## src/rtl/adsr_pkg.sv

```systemverilog
// -----------------------------------------------------------------------------
// adsr_pkg
// Shared definitions for the gated ADSR envelope sequencer and its helpers:
// phase encodings, default amplitude width / full-scale value, rate width,
// and a small helper that tells whether a phase advances on step ticks.
// -----------------------------------------------------------------------------
package adsr_pkg;

  localparam int AMP_W   = 8;
  localparam int RATE_W  = 8;
  localparam int PHASE_W = 3;

  localparam logic [AMP_W-1:0] AMP_MAX = {AMP_W{1'b1}};

  typedef enum logic [PHASE_W-1:0] {
    PH_IDLE    = 3'd0,
    PH_ATTACK  = 3'd1,
    PH_DECAY   = 3'd2,
    PH_SUSTAIN = 3'd3,
    PH_RELEASE = 3'd4
  } phase_e;

  // Only ATTACK, DECAY and RELEASE move the amplitude on rate steps.
  function automatic logic is_step_phase(input phase_e ph);
    logic res;
    case (ph)
      PH_ATTACK, PH_DECAY, PH_RELEASE: res = 1'b1;
      default:                         res = 1'b0;
    endcase
    return res;
  endfunction

endpackage

```

## src/rtl/adsr_tick_prescaler.sv

```systemverilog
// -----------------------------------------------------------------------------
// adsr_tick_prescaler
// Free-running divider: asserts tick_o once every tick_div_i+1 clocks.
// tick_div_i = 0 gives a tick on every clock.
// Ports:
//   clk_i       system clock
//   reset_i     synchronous, active-high reset (counter -> 0)
//   tick_div_i  divisor minus one
//   tick_o      one-clock tick, decoded from the counter register
// -----------------------------------------------------------------------------
module adsr_tick_prescaler #(
  parameter int PRESC_W = 16
) (
  input  logic               clk_i,
  input  logic               reset_i,
  input  logic [PRESC_W-1:0] tick_div_i,
  output logic               tick_o
);

  logic [PRESC_W-1:0] cnt_q;
  logic [PRESC_W-1:0] cnt_d;

  // A >= compare means lowering tick_div below the running count ticks at
  // once instead of waiting for the counter to wrap all the way around.
  assign tick_o = (cnt_q >= tick_div_i);

  // Next count: clear on tick, otherwise increment.
  always_comb begin
    cnt_d = cnt_q;
    if (tick_o) begin
      cnt_d = {PRESC_W{1'b0}};
    end else begin
      cnt_d = cnt_q + {{(PRESC_W-1){1'b0}}, 1'b1};
    end
  end

  // Counter register.
  always_ff @(posedge clk_i) begin
    if (reset_i) begin
      cnt_q <= {PRESC_W{1'b0}};
    end else begin
      cnt_q <= cnt_d;
    end
  end

endmodule

```

## src/rtl/adsr_gate_controller.sv

```systemverilog
// -----------------------------------------------------------------------------
// adsr_gate_controller
// Gate-driven ADSR envelope sequencer feeding the wave*ADSR multiplier.
// Ports:
//   clk_i, reset_i   clock, synchronous active-high reset
//   gate_i           note gate (high = key held)
//   tick_div_i       step tick every tick_div_i+1 clocks
//   attack_i/decay_i/rel_i  ticks per step minus one (latched on gate rise)
//   sustain_i        sustain level (latched on gate rise)
//   amplitude_o      envelope amplitude
//   phase_o          0 IDLE, 1 ATTACK, 2 DECAY, 3 SUSTAIN, 4 RELEASE
//   active_o         phase != IDLE
//   done_o           one-clock pulse on RELEASE -> IDLE
// All outputs are registered.
// -----------------------------------------------------------------------------
module adsr_gate_controller
  import adsr_pkg::*;
#(
  parameter int AMP_W   = adsr_pkg::AMP_W,
  parameter int PRESC_W = 16
) (
  input  logic               clk_i,
  input  logic               reset_i,
  input  logic               gate_i,
  input  logic [PRESC_W-1:0] tick_div_i,
  input  logic [RATE_W-1:0]  attack_i,
  input  logic [RATE_W-1:0]  decay_i,
  input  logic [AMP_W-1:0]   sustain_i,
  input  logic [RATE_W-1:0]  rel_i,
  output logic [AMP_W-1:0]   amplitude_o,
  output logic [PHASE_W-1:0] phase_o,
  output logic               active_o,
  output logic               done_o
);

  localparam logic [AMP_W-1:0] AMP_FULL = {AMP_W{1'b1}};

  logic               tick_s;
  logic               rise_s, fall_s, step_s;
  logic [RATE_W-1:0]  rate_s;
  logic [AMP_W:0]     amp_inc_s, amp_dec_s;

  logic               gate_prev_q;
  phase_e             phase_q, phase_d;
  logic [AMP_W-1:0]   amp_q, amp_d;
  logic [RATE_W-1:0]  step_cnt_q, step_cnt_d;
  logic [RATE_W-1:0]  attack_l_q, attack_l_d, decay_l_q, decay_l_d, rel_l_q, rel_l_d;
  logic [AMP_W-1:0]   sustain_l_q, sustain_l_d;
  logic               active_q, done_q, done_d;

  adsr_tick_prescaler #(.PRESC_W(PRESC_W)) u_presc (
    .clk_i      (clk_i),
    .reset_i    (reset_i),
    .tick_div_i (tick_div_i),
    .tick_o     (tick_s)
  );

  assign rise_s    = gate_i & ~gate_prev_q;
  assign fall_s    = ~gate_i & gate_prev_q;
  // One extra bit so the saturation compares cannot wrap.
  assign amp_inc_s = {1'b0, amp_q} + {{AMP_W{1'b0}}, 1'b1};
  assign amp_dec_s = {1'b0, amp_q} - {{AMP_W{1'b0}}, 1'b1};

  // Per-phase rate select and step strobe.
  always_comb begin
    rate_s = {RATE_W{1'b0}};
    case (phase_q)
      PH_ATTACK:  rate_s = attack_l_q;
      PH_DECAY:   rate_s = decay_l_q;
      PH_RELEASE: rate_s = rel_l_q;
      default:    rate_s = {RATE_W{1'b0}};
    endcase
    step_s = tick_s & (step_cnt_q == rate_s);
  end

  // Next-state logic: parameter latches, phase, amplitude, step counter, done.
  always_comb begin
    phase_d     = phase_q;
    amp_d       = amp_q;
    done_d      = 1'b0;
    attack_l_d  = attack_l_q;
    decay_l_d   = decay_l_q;
    sustain_l_d = sustain_l_q;
    rel_l_d     = rel_l_q;
    step_cnt_d  = step_cnt_q;

    if (rise_s) begin
      attack_l_d  = attack_i;
      decay_l_d   = decay_i;
      sustain_l_d = sustain_i;
      rel_l_d     = rel_i;
    end else begin
      attack_l_d  = attack_l_q;
    end

    // Edges win over completion, completion over stepping. A rise in any
    // phase (re)starts ATTACK from the current amplitude, so there is no dip.
    case (phase_q)
      PH_IDLE: begin
        amp_d = {AMP_W{1'b0}};
        if (rise_s) phase_d = PH_ATTACK;
        else        phase_d = PH_IDLE;
      end
      PH_ATTACK: begin
        if (rise_s)                  phase_d = PH_ATTACK;
        else if (fall_s)             phase_d = PH_RELEASE;
        else if (amp_q == AMP_FULL)  phase_d = PH_DECAY;
        else if (step_s) begin
          amp_d = amp_inc_s[AMP_W-1:0];
          if (amp_inc_s == {1'b0, AMP_FULL}) phase_d = PH_DECAY;
          else                               phase_d = PH_ATTACK;
        end else begin
          phase_d = PH_ATTACK;
        end
      end
      PH_DECAY: begin
        if (rise_s)                      phase_d = PH_ATTACK;
        else if (fall_s)                 phase_d = PH_RELEASE;
        else if (amp_q <= sustain_l_q)   phase_d = PH_SUSTAIN;
        else if (step_s)                 amp_d = amp_dec_s[AMP_W-1:0];
        else                             phase_d = PH_DECAY;
      end
      PH_SUSTAIN: begin
        amp_d = sustain_l_q;
        if (rise_s) begin
          phase_d = PH_ATTACK;
          amp_d   = amp_q;
        end else if (fall_s) begin
          phase_d = PH_RELEASE;
          amp_d   = amp_q;
        end else begin
          phase_d = PH_SUSTAIN;
        end
      end
      PH_RELEASE: begin
        if (rise_s)                          phase_d = PH_ATTACK;
        else if (amp_q == {AMP_W{1'b0}}) begin
          phase_d = PH_IDLE;
          done_d  = 1'b1;
        end else if (step_s)                 amp_d = amp_dec_s[AMP_W-1:0];
        else                                 phase_d = PH_RELEASE;
      end
      default: begin
        phase_d = PH_IDLE;
        amp_d   = {AMP_W{1'b0}};
      end
    endcase

    // Step counter restarts on any phase change, including ATTACK retrigger.
    if (rise_s || (phase_d != phase_q)) begin
      step_cnt_d = {RATE_W{1'b0}};
    end else if (tick_s && is_step_phase(phase_q)) begin
      if (step_s) step_cnt_d = {RATE_W{1'b0}};
      else        step_cnt_d = step_cnt_q + {{(RATE_W-1){1'b0}}, 1'b1};
    end else begin
      step_cnt_d = step_cnt_q;
    end
  end

  // State and output registers.
  always_ff @(posedge clk_i) begin
    if (reset_i) begin
      gate_prev_q <= 1'b0;
      phase_q     <= PH_IDLE;
      amp_q       <= {AMP_W{1'b0}};
      step_cnt_q  <= {RATE_W{1'b0}};
      attack_l_q  <= {RATE_W{1'b0}};
      decay_l_q   <= {RATE_W{1'b0}};
      sustain_l_q <= {AMP_W{1'b0}};
      rel_l_q     <= {RATE_W{1'b0}};
      active_q    <= 1'b0;
      done_q      <= 1'b0;
    end else begin
      gate_prev_q <= gate_i;
      phase_q     <= phase_d;
      amp_q       <= amp_d;
      step_cnt_q  <= step_cnt_d;
      attack_l_q  <= attack_l_d;
      decay_l_q   <= decay_l_d;
      sustain_l_q <= sustain_l_d;
      rel_l_q     <= rel_l_d;
      active_q    <= (phase_d != PH_IDLE);
      done_q      <= done_d;
    end
  end

  assign amplitude_o = amp_q;
  assign phase_o     = phase_q;
  assign active_o    = active_q;
  assign done_o      = done_q;

endmodule

```

## config.mk

```make
export PLATFORM = sky130hd
export DESIGN_NAME = adsr_gate_controller
export DESIGN_NICKNAME = d
export VERILOG_FILES = /design/src/rtl/adsr_pkg.sv /design/src/rtl/adsr_tick_prescaler.sv /design/src/rtl/adsr_gate_controller.sv
export SDC_FILE = /design/constraint.sdc
export NUM_CORES = 1
export LEC_CHECK = 0
export CORE_MARGIN = 3
export CORE_UTILIZATION = 60
export CTS_CLUSTER_DIAMETER = 120
export DETAILED_ROUTE_END_ITERATION = 6
export DONT_BUFFER_PORTS = 1
export HOLD_SLACK_MARGIN = 0.02
export PLACE_DENSITY_LB_ADDON = 0.05
export SKIP_CTS_REPAIR_TIMING = 1
export SLEW_MARGIN = 20
export SYNTH_ARGS = -nofsm -noshare
export SYNTH_HDL_FRONTEND = slang
export SYNTH_SLANG_ARGS = --single-unit
```

## constraint.sdc

```tcl
create_clock -name clk_i -period 2.98 [get_ports clk_i]
set_input_delay 0.149 -clock clk_i [delete_from_list [all_inputs] [get_ports clk_i]]
set_output_delay 0.149 -clock clk_i [all_outputs]
set_load 0.05 [all_outputs]
```

### After elaboration in Yosys (flattened, before gate mapping)

Index checks and enable logic that the tools add are counted.

* $add $sub $neg: 4
* multiplexer cells: 34
* magnitude comparators: 2
* reductions and logical operators: 10
* bitwise operators: 6
* equality and inequality tests: 19

Operators with widths (number)
* 8-bit two-way mux: 13
* 3-bit two-way mux: 13
* 8-bit one-hot mux with 4 select lines: 1
* 8-bit one-hot mux with 3 select lines: 1
* 2-bit inequality test, second input constant: 11
* 16-bit by 1-bit adder with 16-bit output, second input constant: 1
* 16-bit >= comparator: 1
* 3-bit one-hot mux with 5 select lines: 1
* 11-bit AND reduction: 1
* 8-bit by 1-bit adder with 9-bit output, second input constant: 1
* 9-bit by 8-bit equality test with 1-bit output, second input constant: 1
* 8-bit by 1-bit adder with 8-bit output, second input constant: 1
* 8-bit equality test: 1
* 8-bit equality test, second input constant: 1
* 8-bit less-or-equal comparator: 1
* 8-bit zero test: 1
* 8-bit by 1-bit subtractor with 8-bit output, second input constant: 1
* 3-bit by 2-bit equality test with 1-bit output, second input constant: 2
* 3-bit OR reduction: 2
* 1-bit two-way mux: 4
* 2-bit OR reduction: 2
* 1-bit AND: 3
* 3-bit by 1-bit equality test with 1-bit output, second input constant: 1
* 3-bit equality test, second input constant: 1
* 7 further kinds: 9

* flip-flop bits (word level): 70
* output and inout port bits: 13
* logic and storage cells: 86
* bits of input ports: 51

### Depth between registers and ports, before layout

Gate-level depths: netlist of the first run.

* depth in word-level cells: 13
* depth in mapped cells: 11
* depth with buffers taken out: 9

### Cells and area by module

From an unflattened synthesis of the first run, not the netlist that was laid out.

* cells, all modules: 532
* area, all modules: 4518.1 um^2

By module, submodules not included
* adsr_gate_controller: seq. area each 1081.0 um^2, instances 1, area an instance 3308.2 um^2, cells an instance 400
* adsr_tick_prescaler: seq. area each 320.3 um^2, instances 1, area an instance 1209.9 um^2, cells an instance 132

### Worst setup path before layout of the first run

OpenSTA, ideal clock, no wires.

* kind: reg2reg
* from: register phase_q[0] (netlist: phase_o[0])
* to: register amp_q[1] (netlist: amplitude_o[1])
* cell stages (with the launch flop): 11
* data required time: 2857 ps
* setup time: 123 ps
* data arrival time: 2939 ps
* slack: -82 ps
* cells stage by stage: dfxtp_1 buf_2 or4bb_1 and4_4 nor4b_2 and4_1 buf_6 a21oi_4 or3_1 buf_6 mux2_1

* cells in the longest elaborated chain, start to end: 9

RTL lines
* start: declaration: RTL line adsr_gate_controller.sv:44 `phase_e phase_q, phase_d;`
* start signal: assignment: RTL line adsr_gate_controller.sv:175 `phase_q <= phase_d;`
* 3-bit equality test, or another cell as far along: RTL line adsr_gate_controller.sv:67, adsr_gate_controller.sv:98
* 8-bit one-hot mux with 3 select lines: RTL line adsr_gate_controller.sv:67 `case (phase_q)`
* 8-bit equality test: RTL line adsr_gate_controller.sv:73 `step_s = tick_s & (step_cnt_q == rate_s);`
* 1-bit AND: RTL line adsr_gate_controller.sv:73
* 8-bit two-way mux (4 in series)
* 8-bit one-hot mux with 4 select lines: RTL line adsr_gate_controller.sv:98 `case (phase_q)`
* end signal: assignment: RTL line adsr_gate_controller.sv:165 `amp_q <= {AMP_W{1'b0}};`
* end signal: assignment: RTL line adsr_gate_controller.sv:176 `amp_q <= amp_d;`
* end: declaration: RTL line adsr_gate_controller.sv:45 `logic [AMP_W-1:0] amp_q, amp_d;`

Several ways; a longest one is shown, not always the timed one. The select of a mux whose other input is x is not followed.
A chain may end at the register's enable or synchronous reset.

### Worst setup path after layout of the first run

* from: register phase_q[1] (netlist: phase_o[1])
* to: register amp_q[6] (netlist: amplitude_o[6])

The elaborated chain is that of the path after synthesis.

==> summary.md, run 1 <==
| Metric | Value |
|---|---|
| Fillers | 571 |
| Largest net degree at the start of global routing | 49 |
| Failing checks | negative hold slack |
| Fin crit period | 2810 ps |
| Port-buffer cells | 0 |
| Clock Skew | 15.5 ps |
| Vias in the first global route | roughly 3700 |
| Syn Area/Cell | 8.39 um2 |
| Post-synth cell types | 60 |
| Gp weighted congestion | 0.900 |
| Worst-path fanout max | 20 |
| Ys flop type | dfxtp_1 |
| LEAKAGE | 2.16 nW |
| Clk_lat worst skew | 350 ps |
| Die Width | ~94 um |
| Max-slew violation count | 0 |
| DRC violations left | 0 |
| First-pass GRT wire length | around 18 mm |
| CP Capture Type | register |
| Hold slack | -10.9 ps |
| Peak supply drop | 0.377 mV |
| Ant. Diodes | 0 |
| Syn Nets | 634 |
| GRT Residual Overflow | 0 |
| CP arrival | between 3000 and 4000 ps |
| Initial DRC count | between 300 and 400 |
| CTS Buf Count | 9 |
| Initial core utilization | 0.628 |
| Setup_tns | 0 ps |
| Max-Cap Viols | 0 |
| Slew HR | 0.647 |
| Total wire length | 11.4 mm |
| Die Y | 93.8 um |
| DR vias/cell | 6.11 |
| Layout area overhead | 15.3% |
| H-tree depth | 3 |
| # clock sinks | 70 |
| Synth Instances | about 550 |
| Core Util, Final | 0.724 |
| Share of the clock period used by the worst path | 0.944 |
| Post-DP HPWL | 7.98 mm |
| RSZ-0062 raised after global routing | false |
| GRT Resource Usage Total | 0.249 |
| Worst-path clk slew | 70 ps |
| Number of I/O pins | 64 |
| Yosys reg bits | 70 |
| # setup viols final | 0 |
| Fin. Hold Viols | 1 |
| Post-route ant nets | 0 |
| Clk buf depth | 2 |
| Routed vias | 4222 |
| PD cells | 394 mW/mm2 |
| Core Rows | 31 |
| Core Region | 0.00737 mm2 |
| Root Driver | clkbuf_8 |
| Routed wire per std cell | roughly 17 um |
| EDFF count, synth | 0 |
| Final net count | 670 |
| Die ar. | ~0.0088 mm2 |
| Total power | 2.10 mW |
| Ys async rst share | 0 |
| Seq/Total Area, Yosys | 0.303 |
| Cell Area, Synth | 0.00462 mm2 |
| Least-Margin Pin Slew | approximately 530 ps |
| CTS tree | yes |
| Ratio of cells with drive above 1 in the final layout | 0.103 |
| Fmax | between 300 and 400 MHz |
| Setup CP Type | register to register |
| Drt first pass iters | 5 |
| Yosys warns | 0 |
| Outcome | finished with violations |
| Critical path required time | 3240 ps |
| FF/Latch Area | about 0.0014 mm2 |
| Initial antenna violation count | 0 |
| HP Class | input pin to register |
| Area of the multi-input gates | around 0.0029 mm2 |
| Element type at the critical path start | register |
## cell type report
cell class	count	share of cell area
clock inverter	6	0.00868
tap	99	0.0232
multi-input combinational	410	0.553
clock buffer	10	0.0258
inverter	38	0.0267
timing repair buffer	58	0.0990
sequential	70	0.264
## cells in the mapped netlist, drive strengths merged (5+ instances only)
| cell type | instances | area share |
|---|---|---|
| a211oi | 5 | 0.0081 |
| a21oi | 16 | 0.020 |
| a31oi | 11 | 0.015 |
| and3 | 5 | 0.0068 |
| and4 | 7 | 0.014 |
| buf | 13 | 0.017 |
| clkbuf | 20 | 0.016 |
| dfxtp | 70 | 0.30 |
| ha | 32 | 0.087 |
| inv | 38 | 0.031 |
| mux2i | 34 | 0.074 |
| nand2 | 21 | 0.017 |
| nand2b | 8 | 0.011 |
| nand3 | 20 | 0.022 |
| nand4 | 14 | 0.019 |
| nand4bb | 9 | 0.022 |
| nor2 | 87 | 0.071 |
| nor2b | 8 | 0.011 |
| nor3 | 10 | 0.011 |
| nor4 | 5 | 0.0068 |
| nor4b | 8 | 0.018 |
| o21ai | 10 | 0.011 |
| o311ai | 7 | 0.015 |
| o31ai | 8 | 0.013 |
| or4bb | 15 | 0.037 |
| xnor2 | 15 | 0.028 |
| xor2 | 9 | 0.017 |
## registers in the layout (all words and copies together), names as in the netlist
signal and flops:
u_presc.cnt_q 16, amplitude_o 8, attack_l_q 8, decay_l_q 8, rel_l_q 8, step_cnt_q 8, sustain_l_q 8, phase_o 3
active_o 1, done_o 1, gate_prev_q 1
## power breakdown
group	switching [mW]	internal, mW
Combinational	0.212	0.172
Clock	0.377	0.328
Sequential	0.0424	0.971
## cell families (layout without fill, tap and decap cells)
| logic type | count (synthesis) | count (layout) | synth area share |
|---|---|---|---|
| fa+ha+maj | 32 | 32 | 0.0866 |
| mux | 36 | 36 | 0.0785 |
| flops | 70 | 70 | 0.303 |
| buf+inv | 71 | 112 | 0.0636 |
| simple gates | 231 | 231 | 0.288 |
| compound gates | 87 | 87 | 0.135 |
| xor+xnor | 24 | 24 | 0.0455 |
## stage by stage
step	std cells	area [um2]	setup slack, ps
global route	691	5330	7.11
global placement	642	4790	172
CTS	658	4970	98.6
finish	691	5330	166
detailed placement	642	4790	92.0
floorplan	551	4630	28.1
## per-layer routing
layer  up-vias  GRT usage  part of all wire
li1       2070          -                 -
met4         0     0.0878             0.023
met2       180      0.376              0.44
met5         -          0                 0
met1      1943      0.353              0.46
met3        29     0.0497             0.074
## worst max-delay path, stage by stage (launching register included)
cell and delay [ps]:
dfxtp_2 490, or4bb_1 550, and4_4 220, nor4b_2 230, and4_4 290, a21oi_4 90, or3_1 450, buf_4 180
o31ai_1 200
## worst paths after layout
check,startpoint,end,slack (ps),depth (start not counted)
setup / recovery,phase_o[1]$_SDFF_PP0_,amplitude_o[6]$_SDFFE_PP0P_,170,8
hold / removal,gate_i,gate_prev_q$_SDFF_PP0_,-10,2
setup reg to reg,phase_o[1]$_SDFF_PP0_,amplitude_o[6]$_SDFFE_PP0P_,170,8
hold reg to reg,decay_l_q[3]$_SDFFE_PP0P_,decay_l_q[3]$_SDFFE_PP0P_,490,2
## cells in the final DEF (no fill, tap or decap), types with 5 or more instances in the layout
| master | instances |
|---|---|
| nor2_1 | 87 |
| dfxtp_1 | 67 |
| inv_1 | 38 |
| mux2i_1 | 34 |
| dlygate4sd3_1 | 32 |
| ha_1 | 31 |
| buf_4 | 25 |
| nand2_1 | 21 |
| nand3_1 | 20 |
| a21oi_1 | 15 |
| or4bb_1 | 15 |
| nand4_1 | 14 |
| xnor2_1 | 14 |
| a31oi_1 | 11 |
| nor3_1 | 10 |
| o21ai_0 | 10 |
| clkbuf_8 | 10 |
| nand4bb_1 | 9 |
| xor2_1 | 9 |
| nor2b_1 | 8 |
| nand2b_1 | 8 |
| o31ai_1 | 8 |
| o311ai_0 | 6 |
| nor4b_1 | 5 |
| a211oi_1 | 5 |
| and3_1 | 5 |
| nor4_1 | 5 |
Note: power is estimated with default switching activity, not from simulation.
==> inputs of run 2 (changes only) <==
--- a/config.mk
+++ b/config.mk
@@ -10,7 +10,7 @@
 export CTS_CLUSTER_DIAMETER = 120
 export DETAILED_ROUTE_END_ITERATION = 6
 export DONT_BUFFER_PORTS = 1
-export HOLD_SLACK_MARGIN = 0.02
+export HOLD_SLACK_MARGIN = 0.1
 export PLACE_DENSITY_LB_ADDON = 0.05
 export SKIP_CTS_REPAIR_TIMING = 1
 export SLEW_MARGIN = 20
==> run 2 against run 1 <==
  * The run now ends clean
  * Worst setup slack lost 7.1 ps
  * Clock skew shrank 2.6 ps
  * Count of clock-buffer cells in the layout is the same
  * Global-route usage is the same
  * Sequential share of layout area is essentially flat
  * Combinational power is essentially flat
  * Largest power group unchanged
==> summary.md, run 2 (synthesis results as in run 1) <==
| Metric | Value |
|---|---|
| Outcome | finished clean |
| Total wire length | 11.6 mm (+1.6%) |
| Largest net degree at the start of global routing | 49 (unchanged) |
| Setup CP Type | register to register |
| Fin. Hold Viols | 0 (-1) |
| Share of the clock period used by the worst path | 0.947 (+0.00239) |
| Gp weighted congestion | 0.900 (unchanged) |
| DRC violations left | 0 (unchanged) |
| HP Class | input pin to register |
| H-tree depth | 3 (unchanged) |
| Most flop-heavy register | u_presc.cnt_q |
| Core Rows | 31 (unchanged) |
| Initial DRC count | 361 (-0.55%) |
| Clk_lat worst skew | 350 ps (about the same) |
| Core Util, Final | 0.725 (+0.00136) |
| Switch Pwr | 0.629 mW (-0.43%) |
| Pre-CTS WS | 92.0 ps (unchanged) |
| Layout area overhead | 15.6% |
| # setup viols final | 0 (unchanged) |
| Worst-path fanout max | 20 (unchanged) |
| Clock Skew | 13.0 ps (-2.58 ps) |
| Root Driver | clkbuf_8 |
| Worst-path clk slew | 80 ps (about the same) |
| LEAKAGE | 2.17 nW (+0.19%) |
| Fillers | 577 (+1.1%) |
| Critical path required time | 3240 ps (about the same) |
| Hold slack | 96.4 ps (+107 ps) |
| Post-DP HPWL | 7.98 mm (unchanged) |
| Hold Path Depth | 2 (unchanged) |
| CTS Buf Count | 9 (unchanged) |
| Number of I/O pins | 64 (unchanged) |
| Final net count | 671 (+0.15%) |
| DR vias/cell | 6.08 (-0.52%) |
| Most frequent cells in the layout | nor2_1, dfxtp_1, inv_1 |
| Max-slew violation count | 0 (unchanged) |
| R2R setup slack | 160 ps (about the same) |
| Setup_tns | 0 ps (unchanged) |
| RSZ-0062 raised after global routing | false |
| Core Region | 0.00737 mm2 (unchanged) |
| First-pass GRT wire length | 17.7 mm (unchanged) |
| Die Y | 93.8 um (unchanged) |
| Die ar. | 0.00880 mm2 (unchanged) |
| Routed vias | 4206 (-0.38%) |
| Clk buf depth | 2 (unchanged) |
| Cell Count Post-Placement | 642 (unchanged) |
| Port-buffer cells | 0 (unchanged) |
| Total power | 2.10 mW (about the same) |
| Combinational Power Share | 0.184 (about the same) |
| PD cells | 393 mW/mm2 (-0.28%) |
| Flop pwr share | 0.482 (about the same) |
| Peak supply drop | 0.365 mV (-3.0%) |
| Drt first pass iters | 5 (unchanged) |
| Post-route setup slack | 159 ps (-7.12 ps) |
| Initial antenna violation count | 0 (unchanged) |
| Initial core utilization | 0.628 (unchanged) |
| Post-DP Area | 0.00479 mm2 (unchanged) |
| Post-route ant nets | 0 (unchanged) |
| Non-filler cells, final | 692 (+0.14%) |
| Fmax | 355 MHz (-0.25%) |
| Fin crit period | 2820 ps (+7.12 ps) |
| Max-Cap Viols | 0 (unchanged) |
| Cell Int Power | 1.47 mW (about the same) |
| Final Cell Area | 0.00534 mm2 (+0.19%) |
| CTS tree | yes |
| Reg2reg path depth | 8 (unchanged) |
| GRT Residual Overflow | 0 (unchanged) |
| Die Width | 93.8 um (unchanged) |
| CP Capture Type | register |
| Commonest non-fill, non-tap cell in the layout | nor2_1 |
| Clk network pwr share | 0.333 (-0.002) |
| Ratio of cells with drive above 1 in the final layout | 0.103 (-0.000174) |
| Slew HR | 0.646 (-0.00116) |
| Ant. Diodes | 0 (unchanged) |
| Max reg flops | 16 (unchanged) |
| Least-Margin Pin Slew | 531 ps (+1.73 ps) |
| Switching share of power | 0.299 (-0.00102) |
| Routed wire per std cell | 16.8 um (+1.5%) |
| GRT Resource Usage Total | 0.249 (unchanged) |
| CP arrival | 3080 ps (about the same) |
| # clock sinks | 70 (unchanged) |
| Vias in the first global route | 3695 (unchanged) |
| Element type at the critical path start | register |
-- run 2: changes by cell type in the layout (fill, tap and decap cells not counted), sizes merged --
cell         before  now
dlygate4sd3      32   33
-- run 2: layer usage --
metal,routed length [um],GRT usage,part of all wire,vias up
met5,0,0,0,-
met3,707,0.0497,0.061,18
li1,-,-,-,2072
met1,5440,0.353,0.47,1963
met2,5290,0.376,0.45,153
met4,187,0.0878,0.016,0
-- run 2: critical path, stage by stage, from the launching register on --
cell and delay, ps:
dfxtp_2 490, or4bb_1 550, and4_4 220, nor4b_2 240, and4_4 300, a21oi_4 90
or3_1 450, buf_4 180, o31ai_1 210
-- run 2: area by class of cell --
type,count,area [um2],area share
well taps,99,124,0.0232
repair buffers,59,538,0.101
inverters,38,143,0.0267
multi-input cells,410,2950,0.552
flip-flops and latches,70,1410,0.263
clock inverters,6,46.3,0.00866
clock buffers,10,138,0.0258
-- run 2: worst paths after layout --
check / startpoint / to
worst max-delay path: phase_o[1]$_SDFF_PP0_ / amplitude_o[6]$_SDFFE_PP0P_
worst min-delay path: reset_i / rel_l_q[2]$_SDFFE_PP0P_
worst max register to register: phase_o[1]$_SDFF_PP0_ / amplitude_o[6]$_SDFFE_PP0P_
worst min register to register: decay_l_q[3]$_SDFFE_PP0P_ / decay_l_q[3]$_SDFFE_PP0P_
-- run 2: power by group through the flow --
stage / clock network (mW) / registers [mW] / logic, mW
finish: 0.700 / 1.01 / 0.387
global route: 0.757 / 1.02 / 0.422
CTS: 0.712 / 1.01 / 0.328
detailed placement: 0 / 1.03 / 0.326
global placement: 0 / 1.03 / 0.316
floorplan: 0 / 1.04 / 0.254
